**src/rtl/dm_port_arbiter.sv**
```systemverilog
// dm_port_arbiter
//   Two-master arbiter for the shared data-memory/UART port. Master 0 is the
//   multicycle CPU datapath and master 1 is the UART loader/debug engine.
//   Only one command is outstanding at a time. Read data is captured
//   RD_LAT cycles after the issue cycle and returned with a one-cycle
//   rvalid pulse. Ties are broken round-robin. A locking master may keep
//   the grant for up to MAX_LOCK extra accesses while the other master
//   is waiting.
//
// Ports
//   clk, rst_in        : rising-edge clock, asynchronous active-low reset
//   mN_req/we/lock     : request, write/read select, keep-grant hint
//   mN_addr/wdata      : command address and write data (held until gnt)
//   mN_gnt             : one-cycle pulse when the command is issued to the port
//   mN_rvalid/rdata    : one-cycle read-return pulse, registered read data
//   s_addr/s_din/s_we  : port command (address and data hold between accesses)
//   s_dout             : port read data
//   busy               : high whenever the arbiter is not idle
module dm_port_arbiter #(
   parameter int AW       = 32,
   parameter int DW       = 32,
   parameter int RD_LAT   = 1,
   parameter int MAX_LOCK = 4
) (
   input  logic          clk,
   input  logic          rst_in,
   input  logic          m0_req,
   input  logic          m0_we,
   input  logic          m0_lock,
   input  logic [AW-1:0] m0_addr,
   input  logic [DW-1:0] m0_wdata,
   output logic          m0_gnt,
   output logic          m0_rvalid,
   output logic [DW-1:0] m0_rdata,
   input  logic          m1_req,
   input  logic          m1_we,
   input  logic          m1_lock,
   input  logic [AW-1:0] m1_addr,
   input  logic [DW-1:0] m1_wdata,
   output logic          m1_gnt,
   output logic          m1_rvalid,
   output logic [DW-1:0] m1_rdata,
   output logic [AW-1:0] s_addr,
   output logic [DW-1:0] s_din,
   output logic          s_we,
   input  logic [DW-1:0] s_dout,
   output logic          busy
);

   typedef enum logic [1:0] {IDLE, ISSUE, WAIT, RESP} state_t;

   localparam logic [1:0] WAIT_INIT = 2'(RD_LAT);
   localparam logic [3:0] LOCK_LIM  = 4'(MAX_LOCK);

   state_t          state, state_nxt;
   logic            owner;
   logic            last_owner;
   logic            cmd_we;
   logic [AW-1:0]   cmd_addr;
   logic [DW-1:0]   cmd_wdata;
   logic            lock_req;
   logic [3:0]      lock_cnt, lock_cnt_nxt;
   logic [1:0]      wait_cnt, wait_nxt;
   logic            win;
   logic            latch;
   logic            sample;

   always_ff @(posedge clk or negedge rst_in) begin
      if (!rst_in) state <= IDLE;
      else         state <= state_nxt;
   end

   always_comb begin
      state_nxt    = state;
      latch        = 1'b0;
      sample       = 1'b0;
      win          = ~last_owner;
      lock_cnt_nxt = lock_cnt;
      wait_nxt     = wait_cnt;
      case (state)
         IDLE: begin
            if (m0_req || m1_req) begin
               latch     = 1'b1;
               state_nxt = ISSUE;
               if (m0_req && !m1_req) begin
                  win          = 1'b0;
                  lock_cnt_nxt = 4'd0;
               end else if (!m0_req) begin
                  win          = 1'b1;
                  lock_cnt_nxt = 4'd0;
               end else if (lock_req && (lock_cnt < LOCK_LIM)) begin
                  // Both requesting, so the previous owner is requesting too:
                  // honour its lock while the extension budget lasts.
                  win          = last_owner;
                  lock_cnt_nxt = lock_cnt + 4'd1;
               end else begin
                  win          = ~last_owner;
                  lock_cnt_nxt = 4'd0;
               end
            end
         end
         ISSUE: begin
            if (cmd_we) begin
               state_nxt = IDLE;
            end else begin
               state_nxt = WAIT;
               wait_nxt  = WAIT_INIT;
            end
         end
         WAIT: begin
            wait_nxt = wait_cnt - 2'd1;
            // Count of 1 marks the cycle RD_LAT after issue, when s_dout is valid.
            if (wait_cnt == 2'd1) begin
               sample    = 1'b1;
               state_nxt = RESP;
            end
         end
         RESP:    state_nxt = IDLE;
         default: state_nxt = IDLE;
      endcase
   end

   always_ff @(posedge clk or negedge rst_in) begin
      if (!rst_in) begin
         owner      <= 1'b0;
         last_owner <= 1'b1;
         cmd_we     <= 1'b0;
         cmd_addr   <= '0;
         cmd_wdata  <= '0;
         lock_req   <= 1'b0;
         lock_cnt   <= 4'd0;
         wait_cnt   <= 2'd0;
         m0_rdata   <= '0;
         m1_rdata   <= '0;
      end else begin
         wait_cnt <= wait_nxt;
         if (latch) begin
            owner      <= win;
            last_owner <= win;
            cmd_we     <= win ? m1_we    : m0_we;
            cmd_addr   <= win ? m1_addr  : m0_addr;
            cmd_wdata  <= win ? m1_wdata : m0_wdata;
            lock_req   <= win ? m1_lock  : m0_lock;
            lock_cnt   <= lock_cnt_nxt;
         end
         if (sample) begin
            if (owner) m1_rdata <= s_dout;
            else       m0_rdata <= s_dout;
         end
      end
   end

   // The command register drives the port directly, so address and data
   // stay on the port between accesses.
   assign s_addr    = cmd_addr;
   assign s_din     = cmd_wdata;
   assign s_we      = (state == ISSUE) && cmd_we;
   assign m0_gnt    = (state == ISSUE) && !owner;
   assign m1_gnt    = (state == ISSUE) &&  owner;
   assign m0_rvalid = (state == RESP)  && !owner;
   assign m1_rvalid = (state == RESP)  &&  owner;
   assign busy      = (state != IDLE);

endmodule

```
**config.mk**
```make
export PLATFORM = sky130hd
export DESIGN_NAME = dm_port_arbiter
export DESIGN_NICKNAME = d
export VERILOG_FILES = /design/src/rtl/dm_port_arbiter.sv
export SDC_FILE = /design/constraint.sdc
export NUM_CORES = 1
export LEC_CHECK = 0
export CORE_ASPECT_RATIO = 1.5
export CORE_MARGIN = 4
export CORE_UTILIZATION = 44
export DETAILED_ROUTE_END_ITERATION = 16
export PLACE_DENSITY_LB_ADDON = 0.08
export SKIP_CTS_REPAIR_TIMING = 1
export SYNTH_ARGS = -nofsm -noshare
export SYNTH_HDL_FRONTEND = slang
export SYNTH_SLANG_ARGS = --single-unit
```
**constraint.sdc**
```tcl
create_clock -name clk -period 4.45 [get_ports clk]
set_input_delay 1.1125 -clock clk [delete_from_list [all_inputs] [get_ports clk]]
set_output_delay 1.1125 -clock clk [all_outputs]
set_load 0.02 [all_outputs]
```
==> run metrics <==
status completed; DRT Pass-1 Iters 5; via count 5,673; CTS tree done; Final Setup Violations 0; Yosys top cell by area dfrtp_1; Mapped Area 6340 um^2; slew margin rel. 33.7%; core area 14,100 um^2; pre-CTS WS 780 ps; period utilisation layout 73.6%; Final min period 3280 ps; top post-synthesis cells by area dfrtp_1, mux2_2, nand2_1; worst endpoint required time 4690 ps; fmax 305 MHz; Leakage 4.15 nW; Startpoint Class primary input; Final WS setup 1170 ps; # fillers 1,079; cell total after placement 1,019; P&R area growth vs syn 58.7%; RSZ-0062 raised after global routing false; # clock sinks 140; clk slew on worst S/H paths 60 ps; sequential power share 29.8%; Sw Share 40.4%; Power Total 7.44 mW; sequential fraction of the synthesis area 55.3%; Finished Layout Cells 1,052; die area 16,400 um^2; Cell Int Power 4.43 mW; Worst-Skew Late Latency 410 ps; critical path class primary input to register; Register Area 3500 um^2; Max FO, Critical Path 66; Syn Inst Count 568; grt total ovfl 0; top-area cell type share of the netlist area 54.8%; RD Place Congestion 0.835; fin nets 1,016; Mapped Nets 738; area of the multi-input gates 2620 um^2; Setup crit end kind register; VDD IR-drop max 0.450 mV; Worst EP arrival 3520 ps; first-pass GRT wire length 32.2 mm; number of CTS-inserted buffers 17; Root Driver clkbuf_16; Initial Util 45.1%; initial antenna violation count 1; Hold Crit Class register to register; Post-route DRC 0; layout cells sized above 1 17.9%; Avg WL per Cell 19.2 um; DPL Wire Length 14.1 mm; TNS Setup 0 ps; Std-Cell Rows 53; GRT Overall Usage 24.7%; die width 106 um; Pwr Density 739 nW/um^2; I/O Buffers 301; pin slew with the least headroom to its limit 994 ps; final setup skew 8.25 ps; Avg Synthesized Cell Area 11.2 um^2; synth unique cells 30; Vias/cell 5.39; Die H 155 um; largest net degree at the start of global routing 108; Final ANT Viol Nets 0; synthesized flop and latch total 140; WL final 20.2 mm; Psw 3.01 mW; Hold Violations, Final 0; Clock power frac 19.0%; First DRT Iteration DRCs 255; logic gate share of total power 51.2%; IO Count 302; max_cap viols 0; Max Slew Vio Count 0; htree depth 4; Synth warnings 0; Clock Path Buffers 2; vias in the first global route 6,022
==> critical path: stages <==
cell and delay, ps:
clkdlybuf4s50_1 540, or4b_1 220, mux2_2 490, and2_4 900, o211ai_1 230
==> power by group through the flow <==
stage               Sequential, mW  Clock, mW  Combinational [mW]
finish                        2.22       1.41                3.81
global route                  2.30       1.50                4.06
CTS                           2.23       1.44                3.84
detailed placement            2.24          0                3.83
global placement              2.21          0                3.75
floorplan                     2.85          0                1.47
==> cell type report <==
cell class	count	area share [%]
sequential	140	34.8
clock inverter	14	1.47
multi-input combinational	374	26.0
clock buffer	18	4.36
tap	192	2.39
timing repair buffer	310	30.8
inverter	3	0.112
antenna	1	0.0249
==> placed cells by master, fill, tap and decap left out, types with 2 or more instances in the layout <==
cell type / n
o211ai_2: 39
buf_4: 7
o211ai_1: 26
o21ai_0: 3
nand4_1: 66
a21oi_1: 4
buf_12: 2
inv_6: 5
nor2_4: 2
ha_1: 2
nor2_1: 5
dfrtp_1: 139
clkbuf_16: 17
inv_1: 3
inv_8: 3
clkdlybuf4s50_1: 299
nand2_1: 143
clkinv_4: 2
mux2_2: 65
nand3_1: 2
nor3b_1: 3
clkinvlp_4: 3
==> per-layer routing <==
layer  global-route usage, %  part of all wire [%]  routed length [um]
met1                    28.1                    36                7290
met2                    44.3                    54               11000
met3                    6.43                   7.4                1500
met4                    8.95                   2.2                 437
met5                       0                     0                   0
==> synthesized netlist by cell type <==
| library cell | count |
|---|---|
| nor2_1 | 8 |
| mux2_2 | 65 |
| nand3_1 | 2 |
| a211oi_1 | 1 |
| o21ai_1 | 1 |
| inv_1 | 3 |
| nor3b_1 | 3 |
| o21ai_0 | 3 |
| o211ai_1 | 26 |
| and3_1 | 1 |
| o221ai_1 | 1 |
| a21oi_1 | 4 |
| dfrtp_1 | 139 |
| nor2b_1 | 1 |
| and3b_1 | 1 |
| clkbuf_1 | 33 |
| nand2_1 | 143 |
| o211ai_2 | 39 |
| ha_1 | 2 |
| dfstp_2 | 1 |
| nand2b_1 | 1 |
| o221ai_2 | 1 |
| buf_1 | 6 |
| buf_6 | 5 |
| nand4_1 | 66 |
| buf_2 | 7 |
| o31ai_1 | 1 |
| and2_1 | 2 |
| nand3b_1 | 1 |
| or4b_1 | 1 |
==> per-stage QoR <==
step	util [%]	cell area, um^2	hold WS (ps)
2_1_floorplan	-	6340	451
3_3_place_gp	67.4	9480	468
3_5_place_dp	67.4	9480	470
4_1_cts	71.6	10100	490
5_1_grt	71.6	10100	513
6_report	71.6	10100	488
==> registers in the layout, indices dropped and copies added (netlist names), named ones only <==
name        cells
cmd_we          1
lock_req        1
s_addr         32
state           1
m1_rdata       32
owner           1
lock_cnt        4
s_din          32
last_owner      1
m0_rdata       32
wait_cnt        2
==> logic make-up (layout without fill, tap and decap cells) <==
kind of cell / after synthesis / count (layout) / share of synthesized area, %
AND/OR/NAND/NOR: 230 / 230 / 16.9
AO/OA/AOI/OAI: 77 / 77 / 12.0
multiplexers: 65 / 65 / 11.5
flip-flops: 140 / 140 / 55.3
buffers and inverters: 54 / 345 / 3.93
adder cells (fa/ha/maj): 2 / 2 / 0.394
other: 0 / 1 / 0
==> path summary, 6_finish.rpt <==
path / from / endpoint / slack [ps] / cells after the start
worst max-delay path: m0_req / s_din[13]$_DFFE_PN0P_ / 1170 / 5
worst min-delay path: s_addr[23]$_DFFE_PN0P_ / s_addr[23]$_DFFE_PN0P_ / 490 / 2
worst max register to register: lock_cnt[2]$_DFFE_PN0P_ / s_din[13]$_DFFE_PN0P_ / 1850 / 4
worst min register to register: s_addr[23]$_DFFE_PN0P_ / s_addr[23]$_DFFE_PN0P_ / 490 / 2
max in group asynchronous: rst_in / last_owner$_DFFE_PN1P_ / 2700 / 2
min in group asynchronous: rst_in / m1_rdata[30]$_DFFE_PN0P_ / 810 / 1
Note: power is estimated with default switching activity, not from simulation.
